--- src/rtl/au_filter_pkg.sv ---
// Shared constants and scheduler state type for the audio filter chain.
// Defaults describe a 50 MHz system clock producing 40 kHz sample strobes.
package au_filter_pkg;

  typedef enum logic [2:0] {
    RUN,
    FADE_OUT,
    LOAD,
    SETTLE,
    FADE_IN
  } sched_state_t;

  localparam int DIV_DEF       = 1250;
  localparam int GAIN_W_DEF    = 8;
  localparam int GAIN_FS       = (1 << GAIN_W_DEF) - 1;
  localparam int RAMP_STEP_DEF = 16;
  localparam int STABLE_N_DEF  = 4;
  localparam int SETTLE_N_DEF  = 8;

endpackage

--- src/rtl/au_sample_div.sv ---
// Sample-rate divider: a registered one-cycle strobe every DIV clocks,
// first strobe DIV cycles after reset release.
module au_sample_div #(
  parameter int DIV = 1250
) (
  input  logic sys_clk,
  input  logic sys_rst,
  output logic sample_vld
);

  localparam int            CW   = (DIV > 1) ? $clog2(DIV) : 1;
  localparam logic [CW-1:0] LAST = CW'(DIV - 1);

  logic [CW-1:0] cnt;

  always_ff @(posedge sys_clk or posedge sys_rst) begin
    if (sys_rst) begin
      cnt        <= '0;
      sample_vld <= 1'b0;
    end else begin
      sample_vld <= (cnt == LAST);
      cnt        <= (cnt == LAST) ? '0 : cnt + 1'b1;
    end
  end

endmodule

--- src/rtl/au_coe_sched.sv ---
// Coefficient-switch sequencer: debounces the user select on sample strobes and
// swaps coefficients at a boundary. Define AU_COE_SCHED_FADE_EN for gain fades.
module au_coe_sched
  import au_filter_pkg::*;
#(
  parameter int DIV       = DIV_DEF,
  parameter int CTRL_W    = 3,
  parameter int GAIN_W    = GAIN_W_DEF,
`ifdef AU_COE_SCHED_FADE_EN
  parameter int RAMP_STEP = RAMP_STEP_DEF,
`endif
  parameter int STABLE_N  = STABLE_N_DEF,
  parameter int SETTLE_N  = SETTLE_N_DEF
) (
  input  logic              sys_clk,
  input  logic              sys_rst,
  input  logic [CTRL_W-1:0] coe_ctrl,
  output logic              sample_vld,
  output logic [CTRL_W-1:0] coe_sel,
  output logic              coe_load,
  output logic [GAIN_W-1:0] gain,
  output logic              busy
);

  localparam logic [GAIN_W-1:0] FS         = '1;
  localparam int                SW         = $clog2(STABLE_N + 1);
  localparam int                TW         = $clog2(SETTLE_N + 1);
  localparam logic [SW-1:0]     STAB_MAX   = SW'(STABLE_N);
  localparam logic [TW-1:0]     SETTLE_MAX = TW'(SETTLE_N);
`ifdef AU_COE_SCHED_FADE_EN
  localparam sched_state_t      RST_STATE  = FADE_IN;
  localparam logic [GAIN_W:0]   STEP       = (GAIN_W + 1)'(RAMP_STEP);
`else
  localparam sched_state_t      RST_STATE  = SETTLE;
`endif

  logic [CTRL_W-1:0] sync_1, sync_q, cand, sel_nxt;
  logic [SW-1:0]     stab_cnt;
  logic [TW-1:0]     settle_cnt, settle_nxt;
  logic              req, load_nxt;
  sched_state_t      state, state_nxt;

  au_sample_div #(.DIV(DIV)) u_div (
    .sys_clk   (sys_clk),
    .sys_rst   (sys_rst),
    .sample_vld(sample_vld)
  );

  always_ff @(posedge sys_clk or posedge sys_rst) begin
    if (sys_rst) begin
      sync_1 <= '0;
      sync_q <= '0;
    end else begin
      sync_1 <= coe_ctrl;
      sync_q <= sync_1;
    end
  end

  // A select counts as stable once it has been seen on STABLE_N strobes in a row.
  always_ff @(posedge sys_clk or posedge sys_rst) begin
    if (sys_rst) begin
      cand     <= '0;
      stab_cnt <= '0;
    end else if (sample_vld) begin
      if (sync_q == cand) begin
        if (stab_cnt != STAB_MAX) stab_cnt <= stab_cnt + 1'b1;
      end else begin
        cand     <= sync_q;
        stab_cnt <= SW'(1);
      end
    end
  end

  assign req  = (stab_cnt == STAB_MAX) && (cand != coe_sel);
  assign busy = (state != RUN);

`ifdef AU_COE_SCHED_FADE_EN
  logic [GAIN_W-1:0] gain_q, gain_nxt, gain_dec, gain_inc;
  logic [GAIN_W:0]   gain_wide_dn, gain_wide_up;

  assign gain_wide_dn = {1'b0, gain_q} - STEP;
  assign gain_wide_up = {1'b0, gain_q} + STEP;
  assign gain_dec     = gain_wide_dn[GAIN_W] ? '0 : gain_wide_dn[GAIN_W-1:0];
  assign gain_inc     = (gain_wide_up > {1'b0, FS}) ? FS : gain_wide_up[GAIN_W-1:0];
  assign gain         = gain_q;
`else
  assign gain = (state == SETTLE) ? '0 : FS;
`endif

  always_ff @(posedge sys_clk or posedge sys_rst) begin
    if (sys_rst) begin
      state      <= RST_STATE;
      settle_cnt <= '0;
      coe_sel    <= '0;
      coe_load   <= 1'b0;
`ifdef AU_COE_SCHED_FADE_EN
      gain_q     <= '0;
`endif
    end else begin
      state      <= state_nxt;
      settle_cnt <= settle_nxt;
      coe_sel    <= sel_nxt;
      coe_load   <= load_nxt;
`ifdef AU_COE_SCHED_FADE_EN
      gain_q     <= gain_nxt;
`endif
    end
  end

  // Requests are only honoured in RUN and FADE_IN; LOAD takes whatever cand holds then.
  always_comb begin
    state_nxt  = state;
    settle_nxt = settle_cnt;
    sel_nxt    = coe_sel;
    load_nxt   = 1'b0;
`ifdef AU_COE_SCHED_FADE_EN
    gain_nxt   = gain_q;
`endif
    case (state)
      RUN: begin
`ifdef AU_COE_SCHED_FADE_EN
        gain_nxt = FS;
        if (sample_vld && req) state_nxt = FADE_OUT;
`else
        if (sample_vld && req) state_nxt = LOAD;
`endif
      end
      LOAD: begin
        sel_nxt    = cand;
        load_nxt   = 1'b1;
        settle_nxt = '0;
        state_nxt  = SETTLE;
      end
      SETTLE: begin
`ifdef AU_COE_SCHED_FADE_EN
        gain_nxt = '0;
`endif
        if (sample_vld) begin
          if (settle_cnt + 1'b1 == SETTLE_MAX) begin
`ifdef AU_COE_SCHED_FADE_EN
            state_nxt = FADE_IN;
`else
            state_nxt = RUN;
`endif
          end else begin
            settle_nxt = settle_cnt + 1'b1;
          end
        end
      end
`ifdef AU_COE_SCHED_FADE_EN
      FADE_OUT: begin
        if (gain_q == '0) state_nxt = LOAD;
        else if (sample_vld) gain_nxt = gain_dec;
      end
      FADE_IN: begin
        if (sample_vld && req) begin
          state_nxt = FADE_OUT;
          gain_nxt  = gain_dec;
        end else if (gain_q == FS) begin
          state_nxt = RUN;
        end else if (sample_vld) begin
          gain_nxt = gain_inc;
        end
      end
`endif
      default: state_nxt = RUN;
    endcase
  end

endmodule
--- config.mk ---
export PLATFORM = sky130hd
export DESIGN_NAME = au_coe_sched
export DESIGN_NICKNAME = d
export VERILOG_FILES = /design/src/rtl/au_filter_pkg.sv /design/src/rtl/au_sample_div.sv /design/src/rtl/au_coe_sched.sv
export SDC_FILE = /design/constraint.sdc
export NUM_CORES = 1
export LEC_CHECK = 0
export CAP_MARGIN = 20
export CORE_AREA = 2 2 50 76
export CTS_CLUSTER_DIAMETER = 120
export CTS_CLUSTER_SIZE = 40
export DETAILED_ROUTE_END_ITERATION = 12
export DIE_AREA = 0 0 52 78
export MAX_ROUTING_LAYER = met4
export PLACE_DENSITY = 0.72
export SLEW_MARGIN = 40
export SYNTH_ARGS = -nofsm -noshare
export SYNTH_HDL_FRONTEND = slang
export SYNTH_SLANG_ARGS = --single-unit
--- constraint.sdc ---
create_clock -name sys_clk -period 2.6 [get_ports sys_clk]
set_input_delay 0.52 -clock sys_clk [delete_from_list [all_inputs] [get_ports sys_clk]]
set_output_delay 0.52 -clock sys_clk [all_outputs]
set_load 0.02 [all_outputs]
=== Word level (Yosys, flattened, before mapping) ===
Cells that the tools add are included.

* Add/sub/neg operators: 3
* Equality and inequality tests: 13
* Multiplexer cells: 12
* Bitwise gates (word level): 1
* Reduce and logical (&&, ||, !) cells: 9

{| class="wikitable"
|+ Operators by type and width
! cell !! number
|-
| 3-bit 2-to-1 mux || 5
|-
| 11-bit by 1-bit adder with 11-bit output (second input constant) || 1
|-
| 11-bit equality test (second input constant) || 1
|-
| 11-bit 2-to-1 mux || 1
|-
| 3-bit case mux with 3 select lines || 1
|-
| 4-bit 2-to-1 mux || 2
|-
| 8-bit 2-to-1 mux || 1
|-
| 4-bit case mux with 2 select lines || 1
|-
| 3-bit by 2-bit equality test with 1-bit output (second input constant) || 2
|-
| 2-bit by 1-bit inequality test with 1-bit output (second input constant) || 3
|-
| 3-bit AND reduction || 2
|-
| 4-bit by 1-bit adder with 4-bit output (second input constant) || 1
|-
| 4-bit equality test (second input constant) || 1
|-
| 2-bit inequality test (second input constant) || 2
|-
| 2-bit AND reduction || 2
|-
| 3-bit by 1-bit adder with 3-bit output (second input constant) || 1
|-
| 3-bit equality test || 1
|-
| 3-bit equality test (second input constant) || 1
|-
| 3-bit logical NOT || 1
|-
| 3-bit inequality test || 1
|-
| 3-bit inequality test (second input constant) || 1
|-
| 3-bit nonzero test || 1
|-
| 1-bit logical AND || 2
|-
| 2-bit nonzero test || 1
|-
| other kinds (2) || 2
|}

* Register bits: 35
* Bits of input ports: 5
* Output and inout port bits: 14

=== Longest topological paths before layout ===
Gate-level depths: netlist of the first run.

* Depth in word-level cells: 5
* Depth in mapped cells: 7

=== By module ===
Synthesis of the first run repeated with hierarchy kept, for this count alone.

* Cell total of the unflattened synthesis: 143
* Area total of the unflattened synthesis: 1606.5 um^2

{| class="wikitable"
|+ Modules (own cells, without submodules)
! module !! instances !! cells an instance !! area each (um^2) !! sequential area each (um^2)
|-
| au_coe_sched || 1 || 89 || 1048.5 || 553.0
|-
| au_sample_div || 1 || 54 || 558.0 || 300.3
|}

=== Least setup slack after synthesis of the first run ===
Ideal clock, no wire load.

* Kind: reg-to-output
* Start: reg state[1]
* End: out busy
* Data arrival time: 990 ps
* Data required time: 2080 ps
* Path slack: 1090 ps
* Stages on the path, launching flop included: 3
* Buffers on the path: 1
* Path through: dfstp_2 -> clkbuf_1 -> or2_2

* Longest elaborated chain between the ends: 1

{| class="wikitable"
|+ Ends and longest elaborated chain
! element !! line !! RTL
|-
| start: declaration || au_coe_sched.sv:41 || <nowiki>sched_state_t state, state_nxt;</nowiki>
|-
| start signal: assignment || au_coe_sched.sv:100 || <nowiki>state <= state_nxt;</nowiki>
|-
| 3-bit nonzero test || au_coe_sched.sv:75 || <nowiki>assign busy = (state != RUN);</nowiki>
|-
| end: declaration || au_coe_sched.sv:22 || <nowiki>output logic busy</nowiki>
|}

No other way between the ends.

=== Worst setup path after layout of the first run ===
* Start: reg state[1]
* End: out gain[2]

* Longest elaborated chain between the ends: 2

{| class="wikitable"
|+ Ends and longest elaborated chain
! element !! line !! RTL
|-
| 3-bit by 2-bit equality test with 1-bit output || au_coe_sched.sv:87 || <nowiki>assign gain = (state == SETTLE) ? '0 : FS;</nowiki>
|-
| 8-bit 2-to-1 mux || au_coe_sched.sv:87 ||
|-
| end: declaration || au_coe_sched.sv:21 || <nowiki>output logic [GAIN_W-1:0] gain,</nowiki>
|}

No other way between the ends.

==> flow_summary.toml, run 1 <==
[run_status]
status = "complete, no violations"

[worst_setup_path]
r2r_slack_ns = 0.92
worstSetupStartpointType = "flip-flop"
r2r_cells = 6
worst-setup-path-type = "flip-flop to output pin"
cp.arrival_ns = 1.67
cp_max_fo = 12
timing.rr.end = "u_div.cnt[7]$_DFF_PP0_"
rr_startpoint = "u_div.cnt[1]$_DFF_PP0_"
crit_required_ns = 2.08
cp-end-kind = "output pin"

[global_route]
gr-total-overflow = 0
grt_pass1_wl_um = 4620
grt_max_degree = 35
track_usage_pct = 16.2
grt_pass1_vias = 1021
antenna_found_initial = 0

[worst_hold_path]
min_to = "sync_q[0]$_DFF_PP0_"
hold_path_startpoint = "sync_1[0]$_DFF_PP0_"
holdPathStages = 0
holdCritPathClass = "flip-flop to flip-flop"

[timing]
setup_violations = 0
final-max-slew-violation-count = 0
tightest_slew_ns = 0.407
setup_tns_ns = 0
slew_headroom_pct = 72.5
rsz0062_at_grt = "false"
fin_ws_ns = 0.411
finalCritPeriodShare_pct = 84.2
skew_ns = 0.00485
fin_crit_ns = 2.19
hold-worst-slack_ns = 0.341
final_hold_viol_count = 0
fmax_ghz = 0.457

[clock_network]
cts_hold_buf = 0
cts_root_buffer = "clkbuf_8"
clkTransAtPathRegs_ns = 0.06
cts_buffers = 5
cts_tree = "built"
htreeDepth = 2
post_cts_buffers = 0
cts.sinks = 34
insertion_delay_ns = 0.28
clockBufferDepth = 2
postCtsResizedCells = 0

[pwr]
pwr_density_cell_nw_per_um2 = 486
ir_worst_vdd_mv = 0.337
p_leak_uw = 0.000835
power.total_uw = 912

[floorplanning]
start_util_pct = 49.0
die_h_um = 78
dieArea_sq_um = 4060
core-area_sq_um = 3350
io_pins = 19
dieWidth_um = 52
rows = 26

[final_layout]
regArea_sq_um = 853
mostFrequentLayoutCells = "32 x dfrtp_1, 18 x clkdlybuf4s50_1, 10 x xor2_1"
antenna_cells = 0
final_common_cell = "dfrtp_1"
nets = 172
drive_above_1_share_pct = 13.0
multi_input_area_sq_um = 682
fillers = 290
area_delta_synth_final_pct = 14.3
fin_area_sq_um = 1880

[synthesis]
synth.avg_cell_area_sq_um = 11.1
synth_edf_count = 0
ys_ff_latch = 34
syn_nets = 158
syn_inst = 148
async_flop_share_pct = 100
yosys_warnings = 0
netlist_top_cells_area = "dfrtp_1 49%, xor2_1 5.3%, mux2_2 4.1%"
synthFlopType = "dfrtp_1"
synth_top_area_share_pct = 48.7
ys_types = 46
synth_top_area_cell = "dfrtp_1"
syn-cell-area_sq_um = 1640
yosysSeqAreaShare_pct = 51.9

[routing]
wire_per_inst_um = 13.3
final_antenna_net_count = 0
drc = 0
viasPerCell = 5.25
routed_wl_um = 2720
drtPass1Iterations = 4
drtIter0Drc = 23
via_count = 1072

[place]
placed_area_sq_um = 1800
port_buffers = 18
dp_slack_ns = 0.711
place_hpwl_um = 1970
gp_congestion = 0.856

[run]
max_cap_viol_count = 0
per-layer routing:
metal | vias to the layer above | part of all wire (%) | global-route usage [%]
li1 | 534 | - | -
met1 | 508 | 40 | 17.1
met2 | 22 | 53 | 25.8
met3 | 8 | 3.3 | 3.65
met4 | 0 | 2.8 | 11.8
met5 | - | 0 | -
power by group:
| part | total [uW] | leakage (uW) | switching (uW) | internal [uW] |
|---|---|---|---|---|
| clock network | 356 | 0.0000383 | 172 | 184 |
| registers | 536 | 0.000439 | 2.22 | 534 |
| logic | 19.4 | 0.000358 | 12.0 | 7.47 |
through the flow:
step | util, % | cells
floorplan | - | 148
global placement | 53.8 | 197
detailed placement | 53.8 | 197
CTS | 56.0 | 204
global route | 56.0 | 204
finish | 56.0 | 204
layout make-up:
cell class	count	area share [%]
multi-input combinational	95	36.3
tap	42	2.80
inverter	7	1.40
sequential	34	45.4
clock buffer	7	4.06
timing repair buffer	19	9.99
worst max-delay path by stage:
stage                                    start      end  slack [ns]  cells past startpoint
after floorplan           state[1]$_DFFE_PP1P_     busy        1.09                      2
after global placement    state[1]$_DFFE_PP1P_     busy        0.75                      2
after detailed placement  state[1]$_DFFE_PP1P_  gain[2]        0.71                      2
after CTS                 state[1]$_DFFE_PP1P_  gain[2]        0.39                      2
after global routing      state[1]$_DFFE_PP1P_  gain[4]        0.33                      2
final                     state[1]$_DFFE_PP1P_  gain[2]        0.41                      2
logic make-up (layout without fill, tap and decap cells):
family / count (synthesis) / in the layout / synth area share (%)
flip-flops: 34 / 34 / 51.9
AND/OR/NAND/NOR: 46 / 46 / 15.8
multiplexers: 7 / 7 / 4.72
buffers and inverters: 19 / 33 / 6.55
XOR/XNOR: 15 / 15 / 8.00
adder cells (fa/ha/maj): 5 / 5 / 3.81
AO/OA/AOI/OAI: 22 / 22 / 9.14
critical path: stages, from the launching register on:
cell and delay [ns]:
dfstp_2 0.64, nand2_2 0.17, clkdlybuf4s50_1 0.58
sequential cells by signal, indices dropped and copies added (netlist names), 2 cells and up:
signal / count
u_div.cnt: 11
settle_cnt: 4
cand: 3
coe_sel: 3
stab_cnt: 3
sync_1: 3
sync_q: 3
state: 2
Yosys cell counts, types with 2 or more instances:
| master | n |
|---|---|
| and3_1 | 2 |
| a31oi_1 | 2 |
| ha_1 | 5 |
| dfstp_2 | 2 |
| and3_2 | 2 |
| inv_1 | 7 |
| or3_1 | 2 |
| o21ai_0 | 4 |
| xor2_1 | 10 |
| dfrtp_1 | 32 |
| mux2_2 | 6 |
| xnor2_1 | 5 |
| nand4_1 | 4 |
| a21oi_1 | 4 |
| nor3_1 | 3 |
| and2b_1 | 2 |
| nor2_1 | 8 |
| nand2_1 | 9 |
| clkbuf_1 | 2 |
| buf_4 | 7 |
| nand3_1 | 4 |
| a22o_1 | 2 |
Note: power is estimated with default switching activity, not from simulation.
==> run 2, diff against run 1 <==
==> constraint.sdc (replaced) <==
create_clock -name sys_clk -period 2.29 [get_ports sys_clk]
set_input_delay 0.458 -clock sys_clk [delete_from_list [all_inputs] [get_ports sys_clk]]
set_output_delay 0.458 -clock sys_clk [all_outputs]
set_load 0.02 [all_outputs]
==> run 2 against run 1 <==
  * Utilization up 0.67 points
  * Via count is 4.6% higher
  * Sequential share of layout area is 0.54 points lower
  * Critical path depth did not move
  * Non-clock buffer count is 1 higher
  * Worst setup slack lost 0.24 ns
  * Routed wire length rose by 3.2%
  * Clock-buffer cell count unchanged
==> flow_summary.toml, run 2 (same netlist as run 1, synthesis figures left out) <==
[global_route]
grt_pass1_vias = 1147
gr-total-overflow = 0
grt_max_degree = 35
grt_pass1_wl_um = 4960
track_usage_pct = 17.0
antenna_found_initial = 0

[final_layout]
nets = 173
top_register = "u_div.cnt"
mostFrequentLayoutCells = "32 x dfrtp_1, 18 x clkdlybuf4s50_1, 10 x xor2_1"
fillers = 273
fin_area_sq_um = 1900
area_delta_synth_final_pct = 15.7
antenna_cells = 0
top_regs = "u_div.cnt: 11 flops, settle_cnt: 4 flops"
drive_above_1_share_pct = 14.6
final_common_cell = "dfrtp_1"
largest_reg_flops = 11

[run_status]
status = "complete, no violations"

[floorplanning]
die_h_um = 78
dieArea_sq_um = 4060
rows = 26
start_util_pct = 49.0
io_pins = 19
core-area_sq_um = 3350
dieWidth_um = 52

[clock_network]
clockBufferDepth = 2
insertion_delay_ns = 0.29
post_cts_buffers = 0
clkTransAtPathRegs_ns = 0.06
cts_root_buffer = "clkbuf_8"
cts.sinks = 34
htreeDepth = 2
cts_tree = "built"
postCtsResizedCells = 0
cts_hold_buf = 0
cts_buffers = 5

[routing]
wl_met1_um = 1110
drtPass1Iterations = 4
met2WireLength_um = 1500
via_count = 1121
drc = 0
viasPerCell = 5.44
wl_met3_um = 109
highest_layer = "met4"
routed_wl_um = 2810
final_antenna_net_count = 0
wire_per_inst_um = 13.6
drtIter0Drc = 31

[worst_hold_path]
holdPathStages = 0
holdCritPathClass = "flip-flop to flip-flop"
hold_path_startpoint = "sync_1[2]$_DFF_PP0_"
min_to = "sync_q[2]$_DFF_PP0_"

[worst_setup_path]
cp-end-kind = "output pin"
cp_max_fo = 12
critPathMaxStageDelay_ns = 0.64
cp.arrival_ns = 1.66
cpMaxStageDelayCell = "dfstp_2"
worstSetupStartpointType = "flip-flop"
r2r_cells = 6
r2r_slack_ns = 0.63
crit_chain = "nand2_2 > clkdlybuf4s50_1"
worst-setup-path-type = "flip-flop to output pin"
critPathBufInv = 1
timing.rr.end = "u_div.cnt[7]$_DFF_PP0_"
crit_family = "flip-flops"
rr_startpoint = "u_div.cnt[1]$_DFF_PP0_"
crit_required_ns = 1.83

[place]
place_hpwl_um = 2040
gp_congestion = 0.836
placed_area_sq_um = 1810
port_buffers = 18

[timing]
final-max-slew-violation-count = 0
slew_headroom_pct = 70.9
tightest_slew_ns = 0.432
finalCritPeriodShare_pct = 92.7
setup_violations = 0
skew_ns = 0.00631
fmax_ghz = 0.471
rsz0062_at_grt = "false"
final_hold_viol_count = 0
setup_tns_ns = 0
fin_crit_ns = 2.12

[pwr]
p_leak_uw = 0.000851
pwr_density_cell_nw_per_um2 = 568
ir_worst_vdd_mv = 0.545

[run]
max_cap_viol_count = 0
run 2: changes by cell type in the layout (fill, tap and decap cells not counted), sizes merged:
cell,before,now
clkinv,0,1
buf,1,2
run 2: through the flow:
step	cells	setup slack, ns	hold slack [ns]	utilization, %	power [uW]
3_3_place_gp	198	0.506	0.332	54.0	642
4_1_cts	206	0.162	0.350	56.7	1090
6_report	206	0.168	0.348	56.7	1080
5_1_grt	206	0.0955	0.360	56.7	1120
2_1_floorplan	148	0.842	0.331	-	631
3_5_place_dp	198	0.480	0.336	54.0	643
run 2: routing by layer:
| metal | global-route usage, % | up-vias |
|---|---|---|
| met4 | 10.5 | 0 |
| met2 | 28.5 | 25 |
| met1 | 17.1 | 552 |
| met5 | - | - |
| li1 | - | 536 |
| met3 | 4.23 | 8 |
run 2: how the worst max path moves through the flow:
stage                                     from  slack [ns]  cells past startpoint  endpoint
after floorplan           state[1]$_DFFE_PP1P_        0.84                      2      busy
after global placement    state[1]$_DFFE_PP1P_        0.51                      2      busy
after detailed placement  state[1]$_DFFE_PP1P_        0.48                      2   gain[3]
after CTS                 state[1]$_DFFE_PP1P_        0.16                      2   gain[3]
after global routing      state[1]$_DFFE_PP1P_         0.1                      2   gain[4]
final                     state[1]$_DFFE_PP1P_        0.17                      2   gain[3]
run 2: power breakdown:
group	internal [uW]	total, uW	switching, uW
Combinational	8.49	22.2	13.7
Clock	242	448	206
Sequential	606	608	2.35
run 2: layout make-up:
class / count / area [sq um] / area share (%)
flip-flops and latches: 34 / 853 / 44.9
multi-input cells: 95 / 682 / 35.9
repair buffers: 20 / 195 / 10.3
clock buffers: 7 / 86.3 / 4.54
well taps: 42 / 52.6 / 2.76
inverters: 7 / 26.3 / 1.38
clock inverters: 1 / 5.00 / 0.263
==> run 3, diff against run 2 <==
--- a/config.mk
+++ b/config.mk
@@ -11,7 +11,6 @@
 export CTS_CLUSTER_SIZE = 40
 export DETAILED_ROUTE_END_ITERATION = 12
 export DIE_AREA = 0 0 52 78
-export MAX_ROUTING_LAYER = met4
 export PLACE_DENSITY = 0.72
 export SLEW_MARGIN = 40
 export SYNTH_ARGS = -nofsm -noshare
==> run 3 against run 2 <==
  * Cell area is the same
  * Hold slack is the same
  * Clock-buffer cell count is the same
  * First-iteration DRC count grew 9.7%
  * Critical path type unchanged
  * Critical endpoint unchanged
  * Largest cell class unchanged
==> flow_summary.toml, run 3 (same netlist as run 1, synthesis figures left out) <==
[timing]
setup_violations = 0
final_hold_viol_count = 0
setup_tns_ns = 0
tightest_slew_ns = 0.432
slew_headroom_pct = 70.9
finalCritPeriodShare_pct = 92.7
fin_crit_ns = 2.12
final-max-slew-violation-count = 0
fmax_ghz = 0.471
fin_ws_ns = 0.168
rsz0062_at_grt = "false"
skew_ns = 0.00631

[clock_network]
postCtsResizedCells = 0
post_cts_buffers = 0
clkTransAtPathRegs_ns = 0.06
htreeDepth = 2
cts.sinks = 34
clockBufferDepth = 2
cts_hold_buf = 0
cts_buffers = 5
cts_root_buffer = "clkbuf_8"
insertion_delay_ns = 0.29
cts_tree = "built"

[place]
gp_congestion = 0.824
place_hpwl_um = 2040
dp_slack_ns = 0.480
port_buffers = 18

[routing]
routed_wl_um = 2810
final_antenna_net_count = 0
drtIter0Drc = 34
wire_per_inst_um = 13.6
drc = 0
via_count = 1121
drtPass1Iterations = 4
viasPerCell = 5.44

[worst_setup_path]
crit_required_ns = 1.83
startpoint = "state[1]$_DFFE_PP1P_"
cp.arrival_ns = 1.66
worst-setup-path-type = "flip-flop to output pin"
worstSetupStartpointType = "flip-flop"
cp-end-kind = "output pin"
cp_max_fo = 12
r2r_slack_ns = 0.63
rr_startpoint = "u_div.cnt[1]$_DFF_PP0_"

[final_layout]
mostFrequentLayoutCells = "32 x dfrtp_1, 18 x clkdlybuf4s50_1, 10 x xor2_1"
top_register = "u_div.cnt"
antenna_cells = 0
drive_above_1_share_pct = 14.6
area_delta_synth_final_pct = 15.7
final_common_cell = "dfrtp_1"
nets = 173
largest_reg_flops = 11
top_regs = "u_div.cnt: 11 flops, settle_cnt: 4 flops"

[floorplanning]
start_util_pct = 49.0
die_h_um = 78
io_pins = 19
rows = 26
dieWidth_um = 52
core-area_sq_um = 3350
dieArea_sq_um = 4060

[pwr]
power.total_uw = 1080
pwr_density_cell_nw_per_um2 = 567
p_leak_uw = 0.000851
ir_worst_vdd_mv = 0.545

[global_route]
antenna_found_initial = 0
track_usage_pct = 16.6
gr-total-overflow = 0
grt_pass1_wl_um = 4950
grt_pass1_vias = 1147
grt_max_degree = 35

[worst_hold_path]
holdCritPathClass = "flip-flop to flip-flop"
hold_path_startpoint = "sync_1[2]$_DFF_PP0_"

[run]
max_cap_viol_count = 0

[run_status]
status = "complete, no violations"
-- run 3: final timing paths --
check | to | cells after the start
worst max-delay path | gain[3] | 2
worst min-delay path | sync_q[2]$_DFF_PP0_ | 0
worst max register to register | u_div.cnt[7]$_DFF_PP0_ | 6
worst min register to register | sync_q[2]$_DFF_PP0_ | 0
max in group asynchronous | state[1]$_DFFE_PP1P_ | 3
min in group asynchronous | u_div.cnt[4]$_DFF_PP0_ | 3
-- run 3: metal layers --
layer  track usage, %  part of all wire, %
met3             4.23                  3.9
met2             28.5                   53
met5                0                    0
met1             17.1                   40
met4             10.5                  3.1
-- run 3: worst max-delay path, cell delays in order, from the launching register on --
cell and delay (ns):
dfstp_2 0.64, nand2_2 0.17, clkdlybuf4s50_1 0.58
-- run 3: power by group --
| part | internal [uW] | switching, uW |
|---|---|---|
| Combinational | 8.49 | 13.7 |
| Clock | 242 | 206 |
| Sequential | 606 | 2.35 |
| Total | 857 | 222 |
-- run 3: area by class of cell --
class | count | area, sq um
Inverter | 7 | 26.3
Clock inverter | 1 | 5.00
Sequential cell | 34 | 853
Tap cell | 42 | 52.6
Multi-Input combinational cell | 95 | 682
Fill cell | 273 | 1450
Clock buffer | 7 | 86.3
Timing Repair Buffer | 20 | 195
-- run 3: stage by stage --
stage,cells,hold slack [ns],utilization [%],instance area [sq um]
global route,206,0.360,56.7,1900
CTS,206,0.350,56.7,1900
global placement,198,0.332,54.0,1810
finish,206,0.348,56.7,1900
detailed placement,198,0.336,54.0,1810
floorplan,148,0.331,-,1640
